[src/rtl/tft_bus_arbiter.sv]
// tft_bus_arbiter
//   Shares one tft_spi transmitter among N_CH drawing clients. One client is
//   granted at a time through a one-hot enable. That client's data, dc and
//   transmit are muxed onto the SPI inputs. Arbitration is fixed priority
//   (MODE 0, ch0 highest) or round-robin (MODE 1).
//   Each grant runs the following sequence:
//     ARM   : waits for the client to raise busy, or times out.
//     RUN   : waits for the client to drop busy.
//     DRAIN : waits for the SPI to finish its last byte.
//   The bus is then released for at least one idle cycle.
//
// Ports
//   clk          system clock
//   rst          asynchronous reset, active-low
//   req          per-client bus request (level)
//   ch_busy      per-client busy
//   ch_data      client data, channel i at [i*DATA_W +: DATA_W]
//   ch_dc        per-client dc
//   ch_transmit  per-client transmit strobe
//   spi_busy     tft_spi busy
//   enable       one-hot grant / client enable
//   spi_data     muxed data to tft_spi
//   spi_dc       muxed dc
//   spi_transmit muxed transmit
//   grant_idx    index of the current or last grant
//   active       a grant is in progress
//   timeout      one-cycle pulse when the granted client never raised busy
module tft_bus_arbiter #(
  parameter int N_CH          = 3,
  parameter int DATA_W        = 8,
  parameter int MODE          = 0,
  parameter int START_TIMEOUT = 16,
  localparam int GW           = (N_CH > 1) ? $clog2(N_CH) : 1
) (
  input  logic                   clk,
  input  logic                   rst,
  input  logic [N_CH-1:0]        req,
  input  logic [N_CH-1:0]        ch_busy,
  input  logic [N_CH*DATA_W-1:0] ch_data,
  input  logic [N_CH-1:0]        ch_dc,
  input  logic [N_CH-1:0]        ch_transmit,
  input  logic                   spi_busy,
  output logic [N_CH-1:0]        enable,
  output logic [DATA_W-1:0]      spi_data,
  output logic                   spi_dc,
  output logic                   spi_transmit,
  output logic [GW-1:0]          grant_idx,
  output logic                   active,
  output logic                   timeout
);

  localparam int CW = $clog2(START_TIMEOUT);

  typedef enum logic [1:0] {IDLE, ARM, RUN, DRAIN} state_t;

  state_t          state;
  logic [CW-1:0]   cnt;
  logic [GW-1:0]   rr_ptr;
  logic [GW-1:0]   win;
  logic            cur_busy;

  // First requester in priority order. In round-robin mode the search
  // starts at the pointer and wraps modulo N_CH.
  function automatic logic [GW-1:0] pick_winner(input logic [N_CH-1:0] r,
                                                input logic [GW-1:0]   ptr);
    logic [GW-1:0] w;
    logic          found;
    int            idx;
    w     = '0;
    found = 1'b0;
    for (int k = 0; k < N_CH; k++) begin
      idx = (MODE == 1) ? ((int'(ptr) + k) % N_CH) : k;
      if (!found && r[idx]) begin
        found = 1'b1;
        w     = GW'(idx);
      end
    end
    return w;
  endfunction

  function automatic logic [N_CH-1:0] onehot(input logic [GW-1:0] w);
    logic [N_CH-1:0] o;
    for (int i = 0; i < N_CH; i++) o[i] = (GW'(i) == w);
    return o;
  endfunction

  function automatic logic [GW-1:0] next_idx(input logic [GW-1:0] w);
    return (w == GW'(N_CH - 1)) ? '0 : w + 1'b1;
  endfunction

  assign win = pick_winner(req, rr_ptr);
  // The enable is one-hot, so masking selects the granted client's busy
  // without indexing past N_CH when N_CH is not a power of two.
  assign cur_busy = |(ch_busy & enable);

  always_ff @(posedge clk or negedge rst) begin
    if (!rst) begin
      state     <= IDLE;
      enable    <= '0;
      grant_idx <= '0;
      active    <= 1'b0;
      timeout   <= 1'b0;
      rr_ptr    <= '0;
      cnt       <= '0;
    end else begin
      timeout <= 1'b0;
      case (state)
        IDLE: begin
          if (|req) begin
            enable    <= onehot(win);
            grant_idx <= win;
            active    <= 1'b1;
            rr_ptr    <= next_idx(win);
            cnt       <= '0;
            state     <= ARM;
          end
        end
        ARM: begin
          // A busy rising on the expiry cycle still counts as a start.
          if (cur_busy) begin
            state <= RUN;
          end else if (cnt == CW'(START_TIMEOUT - 1)) begin
            timeout <= 1'b1;
            state   <= DRAIN;
          end else begin
            cnt <= cnt + 1'b1;
          end
        end
        RUN: begin
          if (!cur_busy) state <= DRAIN;
        end
        DRAIN: begin
          // Hold the grant until the last byte has left the SPI.
          if (!spi_busy) begin
            enable <= '0;
            active <= 1'b0;
            state  <= IDLE;
          end
        end
        default: state <= IDLE;
      endcase
    end
  end

  // The mux is driven straight from the enable register, so it follows an
  // asynchronous reset immediately and passes the transmit strobe through
  // in the same cycle.
  always_comb begin
    spi_data     = '0;
    spi_dc       = 1'b0;
    spi_transmit = 1'b0;
    for (int i = 0; i < N_CH; i++) begin
      if (enable[i]) begin
        spi_data     = spi_data | ch_data[i*DATA_W +: DATA_W];
        spi_dc       = spi_dc | ch_dc[i];
        spi_transmit = spi_transmit | ch_transmit[i];
      end
    end
  end

endmodule

[config.mk]
export PLATFORM = sky130hd
export DESIGN_NAME = tft_bus_arbiter
export DESIGN_NICKNAME = d
export VERILOG_FILES = /design/src/rtl/tft_bus_arbiter.sv
export SDC_FILE = /design/constraint.sdc
export NUM_CORES = 1
export LEC_CHECK = 0
export ABC_AREA = 1
export CORE_MARGIN = 2
export CORE_UTILIZATION = 38
export CTS_CLUSTER_SIZE = 25
export DETAILED_ROUTE_END_ITERATION = 8
export GPL_TIMING_DRIVEN = 0
export PLACE_DENSITY = 0.82
export SETUP_SLACK_MARGIN = 0.1
export SLEW_MARGIN = 20
export SYNTH_ARGS = -nofsm -noshare
export SYNTH_HDL_FRONTEND = slang
export SYNTH_SLANG_ARGS = --single-unit
[constraint.sdc]
create_clock -name clk -period 2.7 [get_ports clk]
set_input_delay 0.54 -clock clk [delete_from_list [all_inputs] [get_ports clk]]
set_output_delay 0.54 -clock clk [all_outputs]
set_load 0.02 [all_outputs]
==> results_dict.tcl, run 1 <==
set metrics [dict create \
    tightest_slew_ps 581.8 \
    holdBufCountCts 0 \
    finalSetupViolCount 0 \
    drc 0 \
    mostFrequentLayoutCell "nand2_1" \
    status "complete, no violations" \
    rr_startpoint "state[1]$_DFFE_PN0P_" \
    final_cells 227 \
    period_minus_slack_ps 2454 \
    cellLeakagePower_nw 0.7264 \
    synth.avg_cell_area_um2 6.622 \
    final_cell_mix "nand2_1 (63), clkdlybuf4s50_1 (55), nand3_1 (20), dfrtp_1 (13), inv_1 (12)" \
    placed_cells 223 \
    overflow 0 \
    required_ps 2160 \
    timing.rr.end "cnt[1]$_DFFE_PN0P_" \
    start_util 0.4112 \
    min_path_type "register to register" \
    crit_type "register to output port" \
    synth-edff-count 0 \
    routabilityCongestion 0.7908 \
    drt_wl_total_um 2736 \
    fin_tns_setup_ps 0 \
    syn-instance-count 140 \
    synthToLayoutAreaGrowth_pct 65.99 \
    relSlewSlack 0.6109 \
    met2_usage 0.3868 \
    hold_end "active$_DFFE_PN0P_" \
    track_usage 0.2032 \
    cts_htree_levels 1 \
    timing.fmax_mhz 407.5 \
    diodes 0 \
    synth_top_area_share 0.3509 \
    nets 244 \
    synth_area_um2 927.1 \
    yosysSeqAreaShare 0.3509 \
    placed_cell_area_um2 1513 \
    grt.busiest_layer "met2" \
    viasPerCell 4.921 \
    num_rows 17 \
    synth_ff_type "dfrtp_1" \
    min_from "active$_DFFE_PN0P_" \
    maxSlewViolCount 0 \
    cts.sinks 13 \
    ioPinCount 56 \
    finalHoldViolations 0 \
    start_kind "register" \
    cts_setup_buffers 0 \
    synth_warnings 0 \
    antenna_left 0 \
    reg2regPathDepth 8 \
    port_buffers 55 \
    ys_ff_latch 13 \
    wire_per_inst_um 12.05 \
    cts_resized 0 \
    rrSetupSlack_ps 1100 \
    ys_async_sr_fraction 1.000 \
    syn-num-nets 184 \
    die_w_um 53.40 \
    cp_max_fo 10 \
    use_met1 0.1976 \
    period_share 0.9089 \
    hold_depth 2 \
    holdWs_ps 494.4 \
    cp-end-kind "output port" \
    drive_above_1_share 0.04523 \
    ctsLongestPathBuffers 2 \
    clock_latency_ps 280 \
    antenna_found_initial 0 \
    core_um2 2255 \
    synth_cell_types 19 \
    cts_buffers 3 \
    power_density_nw_per_um2 930.8 \
    dp_hpwl_um 2258 \
    maxCapViolations 0 \
    clk_pin_slew_ps 80 \
    fillers 183 \
    drt_iter0_drc 21 \
    synth.area.top_cells "dfrtp_1 (35%), nand2_1 (26%), nand3_1 (11%)" \
    crit_arrival_ps 1910 \
    ir_worst_vdd_v 0.0005684 \
    grt_pass1_wl_um 4202 \
    grt_pass1_vias 1021 \
    grt_setup_unrepaired "no" \
    vias 1117 \
    dieArea_um2 2851 \
    cts_tree "yes" \
    first_pass_iters 4 \
    grt_use_met3 0.06497 \
    dieHeight_um 53.40 \
    fin_area_um2 1539 \
    cts-root-buf "clkbuf_4" \
    grt_max_degree 14 \
    skew_ps 6.047 \
    synth_area_leader_cell "dfrtp_1" \
]
[state kept, by name, summed over array words and instances, names as in the netlist]
| register | cells |
|---|---|
| cnt | 4 |
| enable | 3 |
| grant_idx | 2 |
| state | 2 |
| active | 1 |
| timeout | 1 |
[per-layer routing]
| layer | part of all wire | vias to the layer above | wire [µm] |
|---|---|---|---|
| li1 | - | 568 | - |
| met2 | 0.50 | 49 | 1356 |
| met1 | 0.37 | 495 | 1014 |
| met3 | 0.12 | 5 | 324 |
| met5 | 0 | - | 0 |
| met4 | 0.015 | 0 | 40 |
[power breakdown]
part | internal (mW) | leakage [nW] | switching (mW)
combinational | 0.425 | 0.541 | 0.557
sequential | 0.264 | 0.171 | 0.0633
clock | 0.0574 | 0.0150 | 0.0658
total | 0.747 | 0.726 | 0.686
[through the flow]
| step | utilization | setup WS (ps) | power (mW) |
|---|---|---|---|
| floorplan | - | 1138 | 0.9109 |
| global placement | 0.6709 | 406.1 | 1.277 |
| detailed placement | 0.6709 | 344.7 | 1.319 |
| CTS | 0.6826 | 240.3 | 1.442 |
| global route | 0.6826 | 106.4 | 1.559 |
| finish | 0.6826 | 245.9 | 1.432 |
[worst max-delay path, cell delays in order (launching register included)]
cell,delay [ps]
dfrtp_1,410
clkbuf_1,380
nand2_1,130
nand3_1,110
clkdlybuf4s50_1,610
[worst max path at each step]
| stage | start | end |
|---|---|---|
| 4_1_cts | enable[1]$_DFFE_PN0P_ | spi_data[6] |
| 5_1_grt | enable[2]$_DFFE_PN0P_ | spi_transmit |
| 3_5_place_dp | ch_data[14] | spi_data[6] |
| 6_report | enable[1]$_DFFE_PN0P_ | spi_data[6] |
| 2_1_floorplan | enable[1]$_DFFE_PN0P_ | spi_data[0] |
| 3_3_place_gp | ch_data[9] | spi_data[1] |
[final cells by class]
cell class	count	area (µm²)	share of cell area
clock buffer	4	26.28	0.01707
tap	28	35.03	0.02276
inverter	13	48.80	0.03171
sequential	13	325.3	0.2114
timing repair buffer	55	550.5	0.3577
multi-input combinational	110	536.8	0.3488
buffer	4	16.27	0.01057
[cells in the mapped netlist (2+ instances only)]
cell type	number
dfrtp_1	13
nand3_1	20
o21ai_1	3
clkbuf_1	3
inv_1	12
o21ai_2	2
nand4_1	4
nand2_1	63
nor2_1	3
o21ai_0	4
ha_1	5
[kinds of logic after synthesis]
| kind of cell | share of synthesized area |
|---|---|
| xor+xnor | 0.009448 |
| compound gates | 0.06207 |
| simple gates | 0.4400 |
| flops | 0.3509 |
| buf+inv | 0.07016 |
| fa+ha+maj | 0.06748 |
(Power assumes the default switching activity.)
==> run 2, diff against run 1 <==
==> constraint.sdc (replaced) <==
create_clock -name clk -period 3 [get_ports clk]
set_input_delay 0.6 -clock clk [delete_from_list [all_inputs] [get_ports clk]]
set_output_delay 0.6 -clock clk [all_outputs]
set_load 0.02 [all_outputs]
==> results of run 2 <==
Same layout as run 1 (identical final DEF). Status: complete, no violations.
Main changes from that run: setup slack after placement 344.7 ps -> 524.7 ps; setup slack after layout 245.9 ps -> 485.9 ps; register-to-register setup slack 1100 ps -> 1400 ps; total power 1.432 mW -> 1.289 mW; worst IR drop on VDD 0.0005684 V -> 0.0005115 V
